### config.mk
export PLATFORM = sky130hd
export DESIGN_NAME = sct_stim_seq
export DESIGN_NICKNAME = d
export VERILOG_FILES = /design/src/rtl/sct_pkg.sv /design/src/rtl/sct_toggle_cnt.sv /design/src/rtl/sct_stim_seq.sv
export SDC_FILE = /design/constraint.sdc
export NUM_CORES = 1
export LEC_CHECK = 0
export CAP_MARGIN = 20
export CORE_MARGIN = 2
export CORE_UTILIZATION = 30
export CTS_CLUSTER_SIZE = 14
export DETAILED_ROUTE_END_ITERATION = 8
export HOLD_SLACK_MARGIN = 0.1
export PLACE_DENSITY = 0.61
export SETUP_SLACK_MARGIN = 0.02
export SLEW_MARGIN = 40
export SYNTH_ARGS = -nofsm -noshare
export SYNTH_HDL_FRONTEND = slang
export SYNTH_HIERARCHICAL = 1
export SYNTH_SLANG_ARGS = --single-unit
### constraint.sdc
create_clock -name clk -period 3.3 [get_ports clk]
set_clock_uncertainty 0.2 [all_clocks]
set_input_delay 0.33 -clock clk [delete_from_list [all_inputs] [get_ports clk]]
set_output_delay 0.33 -clock clk [all_outputs]
set_load 0.05 [all_outputs]
### src/rtl/sct_pkg.sv
// Shared types and constants for the sct stimulus sequencer: FSM states,
// the a..s bit positions of the 19-bit vector and the vector packing helper.
package sct_pkg;

    localparam int unsigned CNT_W = 8;
    localparam int unsigned ACT_W = 16;
    localparam int unsigned VEC_W = 19;
    localparam int unsigned CFG_W = 11;
    localparam int unsigned REM_W = 9;

    localparam int unsigned A_IDX   = 0;
    localparam int unsigned B_IDX   = 1;
    localparam int unsigned C_IDX   = 2;
    localparam int unsigned D_IDX   = 3;
    localparam int unsigned E_IDX   = 4;
    localparam int unsigned F_IDX   = 5;
    localparam int unsigned CNT_LSB = 6;
    localparam int unsigned G_IDX   = 6;
    localparam int unsigned H_IDX   = 7;
    localparam int unsigned I_IDX   = 8;
    localparam int unsigned J_IDX   = 9;
    localparam int unsigned K_IDX   = 10;
    localparam int unsigned L_IDX   = 11;
    localparam int unsigned M_IDX   = 12;
    localparam int unsigned N_IDX   = 13;
    localparam int unsigned O_IDX   = 14;
    localparam int unsigned P_IDX   = 15;
    localparam int unsigned Q_IDX   = 16;
    localparam int unsigned R_IDX   = 17;
    localparam int unsigned S_IDX   = 18;

    typedef enum logic [1:0] {IDLE, LOAD, RUN, DONE} state_t;

    // Places the count field on g..n between the static a..f and o..s bits.
    function automatic logic [VEC_W-1:0] pack_vec(input logic [CFG_W-1:0] cfg,
                                                  input logic [CNT_W-1:0] cnt);
        return {cfg[CFG_W-1:CNT_LSB], cnt, cfg[CNT_LSB-1:0]};
    endfunction

endpackage

### src/rtl/sct_toggle_cnt.sv
// Saturating Hamming-distance accumulator over successive accepted vectors
// of one run; built into sct_stim_seq only when SCT_ACT_CNT_EN is defined.
module sct_toggle_cnt
    import sct_pkg::*;
(
    input  logic             clk,
    input  logic             rst,
    input  logic             clr,
    input  logic             acc,
    input  logic [VEC_W-1:0] vec,
    output logic [ACT_W-1:0] act_cnt
);

    localparam int unsigned POP_W = 5;
    localparam int unsigned SUM_W = ACT_W + 1;

    logic [VEC_W-1:0] prev;
    logic             have_prev;
    logic [POP_W-1:0] pop_c;
    logic [SUM_W-1:0] sum_c;

    always_comb begin
        pop_c = '0;
        for (int i = 0; i < VEC_W; i++) begin
            pop_c = pop_c + POP_W'(vec[i] ^ prev[i]);
        end
    end

    assign sum_c = SUM_W'(act_cnt) + SUM_W'(pop_c);

    // The first accepted vector of a run only seeds prev.
    always_ff @(posedge clk) begin
        if (rst) begin
            act_cnt   <= '0;
            prev      <= '0;
            have_prev <= 1'b0;
        end else if (clr) begin
            act_cnt   <= '0;
            have_prev <= 1'b0;
        end else if (acc) begin
            prev      <= vec;
            have_prev <= 1'b1;
            if (have_prev) begin
                act_cnt <= sum_c[ACT_W] ? '1 : sum_c[ACT_W-1:0];
            end
        end
    end

endmodule

### src/rtl/sct_stim_seq.sv
// Stimulus sequencer feeding sct: steps an 8-bit count on g..n once per accepted
// vector over valid/ready. Define SCT_ACT_CNT_EN to add the act_cnt toggle counter.
module sct_stim_seq
    import sct_pkg::*;
(
    input  logic             clk,
    input  logic             rst,
    input  logic             start,
    input  logic [CNT_W-1:0] seed,
    input  logic [7:0]       len,
    input  logic [CFG_W-1:0] ctrl,
    output logic             busy,
    output logic             vec_valid,
    input  logic             vec_ready,
    output logic [VEC_W-1:0] vec,
    output logic             done
`ifdef SCT_ACT_CNT_EN
    ,
    output logic [ACT_W-1:0] act_cnt
`endif
);

    state_t           state;
    logic [CNT_W-1:0] cnt;
    logic [REM_W-1:0] rem;
    logic [CFG_W-1:0] cfg;
    logic             hs_c;

    assign hs_c = vec_valid & vec_ready;

    always_ff @(posedge clk) begin
        if (rst) begin
            state     <= IDLE;
            busy      <= 1'b0;
            vec_valid <= 1'b0;
            done      <= 1'b0;
            vec       <= '0;
            cnt       <= '0;
            rem       <= '0;
            cfg       <= '0;
        end else begin
            done <= 1'b0;
            case (state)
                IDLE: begin
                    if (start) begin
                        cnt   <= seed;
                        rem   <= (len == 8'd0) ? REM_W'(256) : REM_W'(len);
                        cfg   <= ctrl;
                        busy  <= 1'b1;
                        state <= LOAD;
                    end
                end
                LOAD: begin
                    vec       <= pack_vec(cfg, cnt);
                    vec_valid <= 1'b1;
                    state     <= RUN;
                end
                RUN: begin
                    // Last handshake leaves vec untouched and drops valid.
                    if (hs_c) begin
                        if (rem > REM_W'(1)) begin
                            rem <= rem - REM_W'(1);
                            cnt <= cnt + CNT_W'(1);
                            vec <= pack_vec(cfg, cnt + CNT_W'(1));
                        end else begin
                            vec_valid <= 1'b0;
                            done      <= 1'b1;
                            state     <= DONE;
                        end
                    end
                end
                DONE: begin
                    busy  <= 1'b0;
                    state <= IDLE;
                end
                default: state <= IDLE;
            endcase
        end
    end

`ifdef SCT_ACT_CNT_EN
    logic cap_c;

    assign cap_c = (state == IDLE) & start;

    sct_toggle_cnt u_toggle_cnt (
        .clk     (clk),
        .rst     (rst),
        .clr     (cap_c),
        .acc     (hs_c),
        .vec     (vec),
        .act_cnt (act_cnt)
    );
`endif

endmodule
## After elaboration in Yosys (flattened, before gate mapping)

Index checks and enable logic that the tools add are counted.

| word-level totals | value |
|---|---|
| latch bits | 0 |
| register bits after elaboration | 52 |
| bits in read-only memories | 0 |
| RAM bits | 0 |
| memories | 0 |
| input port bits | 31 |
| output and inout bits | 22 |
| word-level logic and storage cells | 55 |

| cells by class | value |
|---|---|
| multiplexer cells | 22 |
| magnitude comparators | 1 |
| bitwise gates (word level) | 3 |
| add/sub/neg operators | 2 |
| div/mod/pow operators | 0 |
| multiply operators | 0 |
| shift-type cells | 0 |
| reductions and logical operators | 12 |
| eq/ne operators | 7 |

Operators by type and width:

| operator | number |
|---|---|
| $mux 19 | 2 |
| $pmux 19 s2 | 1 |
| $mux 9 | 4 |
| $mux 8 | 3 |
| $pmux 9 s2 | 1 |
| $pmux 8 s2 | 1 |
| $gt 9x1->1 const B | 1 |
| $reduce_and 3->1 | 3 |
| $sub 9x1->9 const B | 1 |
| $add 8x1->8 const B | 1 |
| $logic_not 8->1 | 1 |
| $ne 2x2->1 const B | 4 |
| $pmux 2 s4 | 1 |
| $mux 2 | 3 |
| $reduce_bool 2->1 | 3 |
| $eq 2x2->1 const B | 2 |
| $mux 1 | 4 |
| $pmux 1 s2 | 2 |
| $reduce_and 2->1 | 2 |
| $reduce_and 4->1 | 1 |
| $reduce_or 3->1 | 1 |
| $eq 2x1->1 const B | 1 |
| $logic_not 2->1 | 1 |
| $not 1->1 | 2 |
| $and 1x1->1 | 1 |

## Longest topological paths before layout

| depth | value |
|---|---|
| depth after elaboration | 4 |
| gate-level depth with buffers | 9 |
| gate-level depth less buffers | 6 |

## Least setup slack after synthesis

Ideal clock, no wire load.

| timing path | value |
|---|---|
| kind | register -> register |
| from | reg state[0] |
| to | reg cnt[0] |
| path buffers | 2 |
| arrival time | 1.851 ns |
| period minus slack after synthesis | 2.197 ns |
| path slack | 1.103 ns |
| cell stages (with the launch flop) | 9 |
| setup time | 0.146 ns |
| data required time | 2.954 ns |
| path through | dfxtp_1 inv_1 ha_1 buf_2 inv_1 clkbuf_1 o21ai_1 nor2_1 a311oi_1 |

| between the ends | value |
|---|---|
| cells in the longest elaborated chain, start to end | 3 |
| elaborated cells on any way between the ends | 8 |
| classes of those cells | 4 x eq/ne; 1 x mux; 3 x reduce/logical |

Ends and longest elaborated chain:

| what | line | source |
|---|---|---|
| from (decl) | sct_stim_seq.sv:23 | `state_t state;` |
| from (signal assigned) | sct_stim_seq.sv:33 | `state <= IDLE;` |
| from (signal assigned) | sct_stim_seq.sv:50 | `state <= LOAD;` |
| from (signal assigned) | sct_stim_seq.sv:56 | `state <= RUN;` |
| $eq 2x2->1 / $logic_not 2->1 (equally long branches) | sct_stim_seq.sv:43 | `case (state)` |
| $ne 2x2->1 (no line) / $reduce_bool 2->1 (equally long branches) | - |  |
| $reduce_and 4->1 (no line) | - |  |
| to (signal assigned) | sct_stim_seq.sv:63 | `cnt <= cnt + CNT_W'(1);` |
| to (decl) | sct_stim_seq.sv:24 | `logic [CNT_W-1:0] cnt;` |

Several ways; a longest one is shown, not always the timed one.
A chain may end at the register's enable or synchronous reset.

## Final worst setup path

| timing path | value |
|---|---|
| from | reg state[0] |
| to | reg rem[0] |

| between the ends | value |
|---|---|
| cells in the longest elaborated chain, start to end | 3 |
| elaborated cells on any way between the ends | 8 |
| classes of those cells | 4 x eq/ne; 1 x mux; 3 x reduce/logical |

Ends and longest elaborated chain:

| what | line | source |
|---|---|---|
| $eq 2x2->1 / $logic_not 2->1 (equally long branches) | sct_stim_seq.sv:43 |  |
| $ne 2x2->1 (no line) / $reduce_bool 2->1 (equally long branches) | - |  |
| $reduce_and 4->1 (no line) | - |  |
| to (signal assigned) | sct_stim_seq.sv:47 | `rem <= (len == 8'd0) ? REM_W'(256) : REM_W'(len);` |
| to (signal assigned) | sct_stim_seq.sv:62 | `rem <= rem - REM_W'(1);` |
| to (decl) | sct_stim_seq.sv:25 | `logic [REM_W-1:0] rem;` |

Several ways; a longest one is shown, not always the timed one.

==> impl_metrics.env <==
export IMPL_status="finished clean"
export IMPL_final_max_slew_violation_count=0
export IMPL_ys_types=52
export IMPL_num_fill_cells=893
export IMPL_grt_setup_unrepaired="false"
export IMPL_synthTopCellsByArea="dfxtp_1 39%, a21oi_1 7.8%, nand2_1 4.8%, nand3_1 3.8%, o21ai_0 3.8%"
export IMPL_dr_first_iter_drc_count=145
export IMPL_synthCells=321
export IMPL_wl_per_cell_um=15.1
export IMPL_vias=2549
export IMPL_power_frac_comb_pct=52.0
export IMPL_synth_area_per_cell_um2=8.22
export IMPL_arrival_ns=2.51
export IMPL_p_int_uw=1650
export IMPL_layout_common_cells="52 x dfxtp_1, 52 x clkdlybuf4s50_1, 41 x a21oi_1"
export IMPL_synthArstFlopShare_pct=0
export IMPL_start_kind="register"
export IMPL_cpPeakStageDelay_ns=0.61
export IMPL_drive_above_1_share_pct=9.02
export IMPL_grt_pass1_wl_um=11900
export IMPL_grt_busiest_layer="met2"
export IMPL_cp_max_fo=16
export IMPL_track_usage_pct=15.0
export IMPL_cts_sinks=52
export IMPL_reg2reg_from="state[0]"
export IMPL_root_buffer="clkbuf_8"
export IMPL_finalSetupViolations=0
export IMPL_routed_via_density=5.38
export IMPL_synth_nets=359
export IMPL_required_ns=3.26
export IMPL_n_antenna_cell=0
export IMPL_globalRouteMet1Util_pct=20.5
export IMPL_end_kind="register"
export IMPL_setup_ws_ns=0.744
export IMPL_relSlewSlack_pct=51.3
export IMPL_ant_nets=0
export IMPL_io_pins=53
export IMPL_max_freq_mhz=391
export IMPL_fp_dieW_um=97.8
export IMPL_hold_viol=0
export IMPL_hpwl_um=5060
export IMPL_holdBufCountCts=0
export IMPL_synth_seq_cells=52
export IMPL_clk_path_buf_depth=2
export IMPL_dieArea_mm2=0.00957
export IMPL_power_per_cell_area_mw_per_mm2=904
export IMPL_grt_remaining_overflow=0
export IMPL_p_leak_uw=0.00115
export IMPL_io_buffers=52
export IMPL_syn_area_mm2=0.00264
export IMPL_timing_rr_end="rem[0]"
export IMPL_critPathMostFrequentCell="inv_1"
export IMPL_place_ws_ns=0.751
export IMPL_hold_class="reg -> reg"
export IMPL_instances_no_fill=474
export IMPL_maxCapViolations=0
export IMPL_post_route_period_util_pct=77.4
export IMPL_grt_pass1_vias=2413
export IMPL_numCtsBuffers=5
export IMPL_final_core_util_pct=39.2
export IMPL_whs_endpoint="cfg[1]"
export IMPL_switching_share_pct=46.0
export IMPL_slowest_stage="nor2_1"
export IMPL_cts_resized=0
export IMPL_syn_to_final_growth_pct=28.2
export IMPL_worstMarginPinSlew_ns=0.724
export IMPL_h_tree_depth=2
export IMPL_totalWireLength_um=7170
export IMPL_nNetsFinal=403
export IMPL_fin_crit_ns=2.56
export IMPL_p_sw_uw=1410
export IMPL_post_cts_buffers=0
export IMPL_fp_row_count=34
export IMPL_grt_max_degree=51
export IMPL_peakVddDrop_mv=0.257
export IMPL_setup_tns_final_ns=0
export IMPL_seqPwrFrac_pct=32.7
export IMPL_grtUsageMet3_pct=1.86
export IMPL_ff2ff_setup_slack_ns=0.74
export IMPL_min_delay_start="cfg[1]"
export IMPL_antenna_found_initial=0
export IMPL_clk_pin_slew_ns=0.09
export IMPL_crit_chain="inv_1, ha_1, inv_1, o21ai_1, nor2_1, a311oi_1"
export IMPL_clock_latency_ns=0.31
export IMPL_ys_seq_area_share_pct=39.4
export IMPL_drc_errors=0
export IMPL_fp_dieH_um=97.8
export IMPL_reg2regPathDepth=6
export IMPL_synth_main_ff_cell="dfxtp_1"
export IMPL_dp_cells=466
export IMPL_netlist_area_leader_share_pct=39.4
export IMPL_synth_largest_area_cell="dfxtp_1"
export IMPL_routabilityCongestion=0.808
export IMPL_cts_tree="built"
export IMPL_hold_path_depth=2
export IMPL_core_mm2=0.00864
export IMPL_holdWs_ns=0.262
export IMPL_grt_use_met2_pct=25.0
export IMPL_pwr_share_clk_pct=15.2
export IMPL_crit_type="reg -> reg"
export IMPL_firstDrtPassIters=4
export IMPL_synth_edf_count=0
export IMPL_synth_warnings=6
export IMPL_start_util_pct=30.6
power groups by stage:
stage / combinational, uW / clock, uW / sequential (uW)
6_report: 1590 / 466 / 1000
5_1_grt: 1750 / 500 / 1030
4_1_cts: 1590 / 483 / 998
3_5_place_dp: 1590 / 0 / 1010
3_3_place_gp: 1570 / 0 / 1010
2_1_floorplan: 950 / 0 / 1200
layout make-up:
class | count | area, um2 | share of cell area, %
multi-input combinational | 236 | 1470 | 43.5
sequential | 52 | 1040 | 30.8
timing repair buffer | 59 | 573 | 16.9
tap | 108 | 135 | 3.99
clock buffer | 6 | 82.6 | 2.44
inverter | 11 | 41.3 | 1.22
clock inverter | 2 | 38.8 | 1.15
state kept, by name, indices dropped and copies added, names as in the netlist:
| signal | count |
|---|---|
| state | 2 |
| busy | 1 |
| done | 1 |
| cnt | 8 |
| vec | 19 |
| vec_valid | 1 |
| rem | 9 |
| cfg | 11 |
per-stage QoR:
step           power [uW]  instance area (um2)
2_1_floorplan        2150                 2640
3_3_place_gp         2570                 3260
3_5_place_dp         2600                 3260
4_1_cts              3070                 3380
5_1_grt              3280                 3380
6_report             3060                 3380
logic make-up (layout without fill, tap and decap cells):
| family | Yosys count | count (layout) | synth area share (%) |
|---|---|---|---|
| XOR/XNOR | 7 | 7 | 2.32 |
| adder cells (fa/ha/maj) | 7 | 7 | 3.32 |
| flip-flops | 52 | 52 | 39.4 |
| AO/OA/AOI/OAI | 115 | 115 | 28.4 |
| AND/OR/NAND/NOR | 103 | 103 | 20.1 |
| multiplexers | 4 | 4 | 1.61 |
| buffers and inverters | 33 | 78 | 4.79 |
how the worst max path moves through the flow:
| stage | from | endpoint | depth (start not counted) |
|---|---|---|---|
| 2_1_floorplan | state[0] | cnt[0] | 8 |
| 3_5_place_dp | state[0] | rem[0] | 6 |
| 6_report | state[0] | rem[0] | 6 |
| 5_1_grt | state[0] | rem[0] | 6 |
| 4_1_cts | state[0] | rem[0] | 6 |
| 3_3_place_gp | vec_ready | vec[4] | 6 |
metal layers:
layer,routed length (um),share of wire (%),vias up
met5,0,0,-
met4,53,0.74,0
li1,-,-,1282
met2,3480,49,86
met1,3280,46,1177
met3,349,4.9,4
worst max-delay path: cells and delay by family (launching register included):
family                   cells  cell delay, ns
AO/OA/AOI/OAI                2            0.46
adder cells (fa/ha/maj)      1            0.24
buffers and inverters        2            0.51
flip-flops                   1            0.39
AND/OR/NAND/NOR              1            0.61
synthesized netlist by cell type (4+ instances only):
cell type	instances
inv_1	11
xnor2_1	4
o21ai_0	20
nor2_1	8
a211oi_1	8
dfxtp_1	52
nand2_1	34
a311oi_1	6
o31ai_1	5
a21oi_1	41
nor3_1	13
ha_1	7
clkbuf_1	18
nand3_1	20
nand4_1	4
a31o_2	6
a31oi_1	8
(Power assumes the default switching activity.)
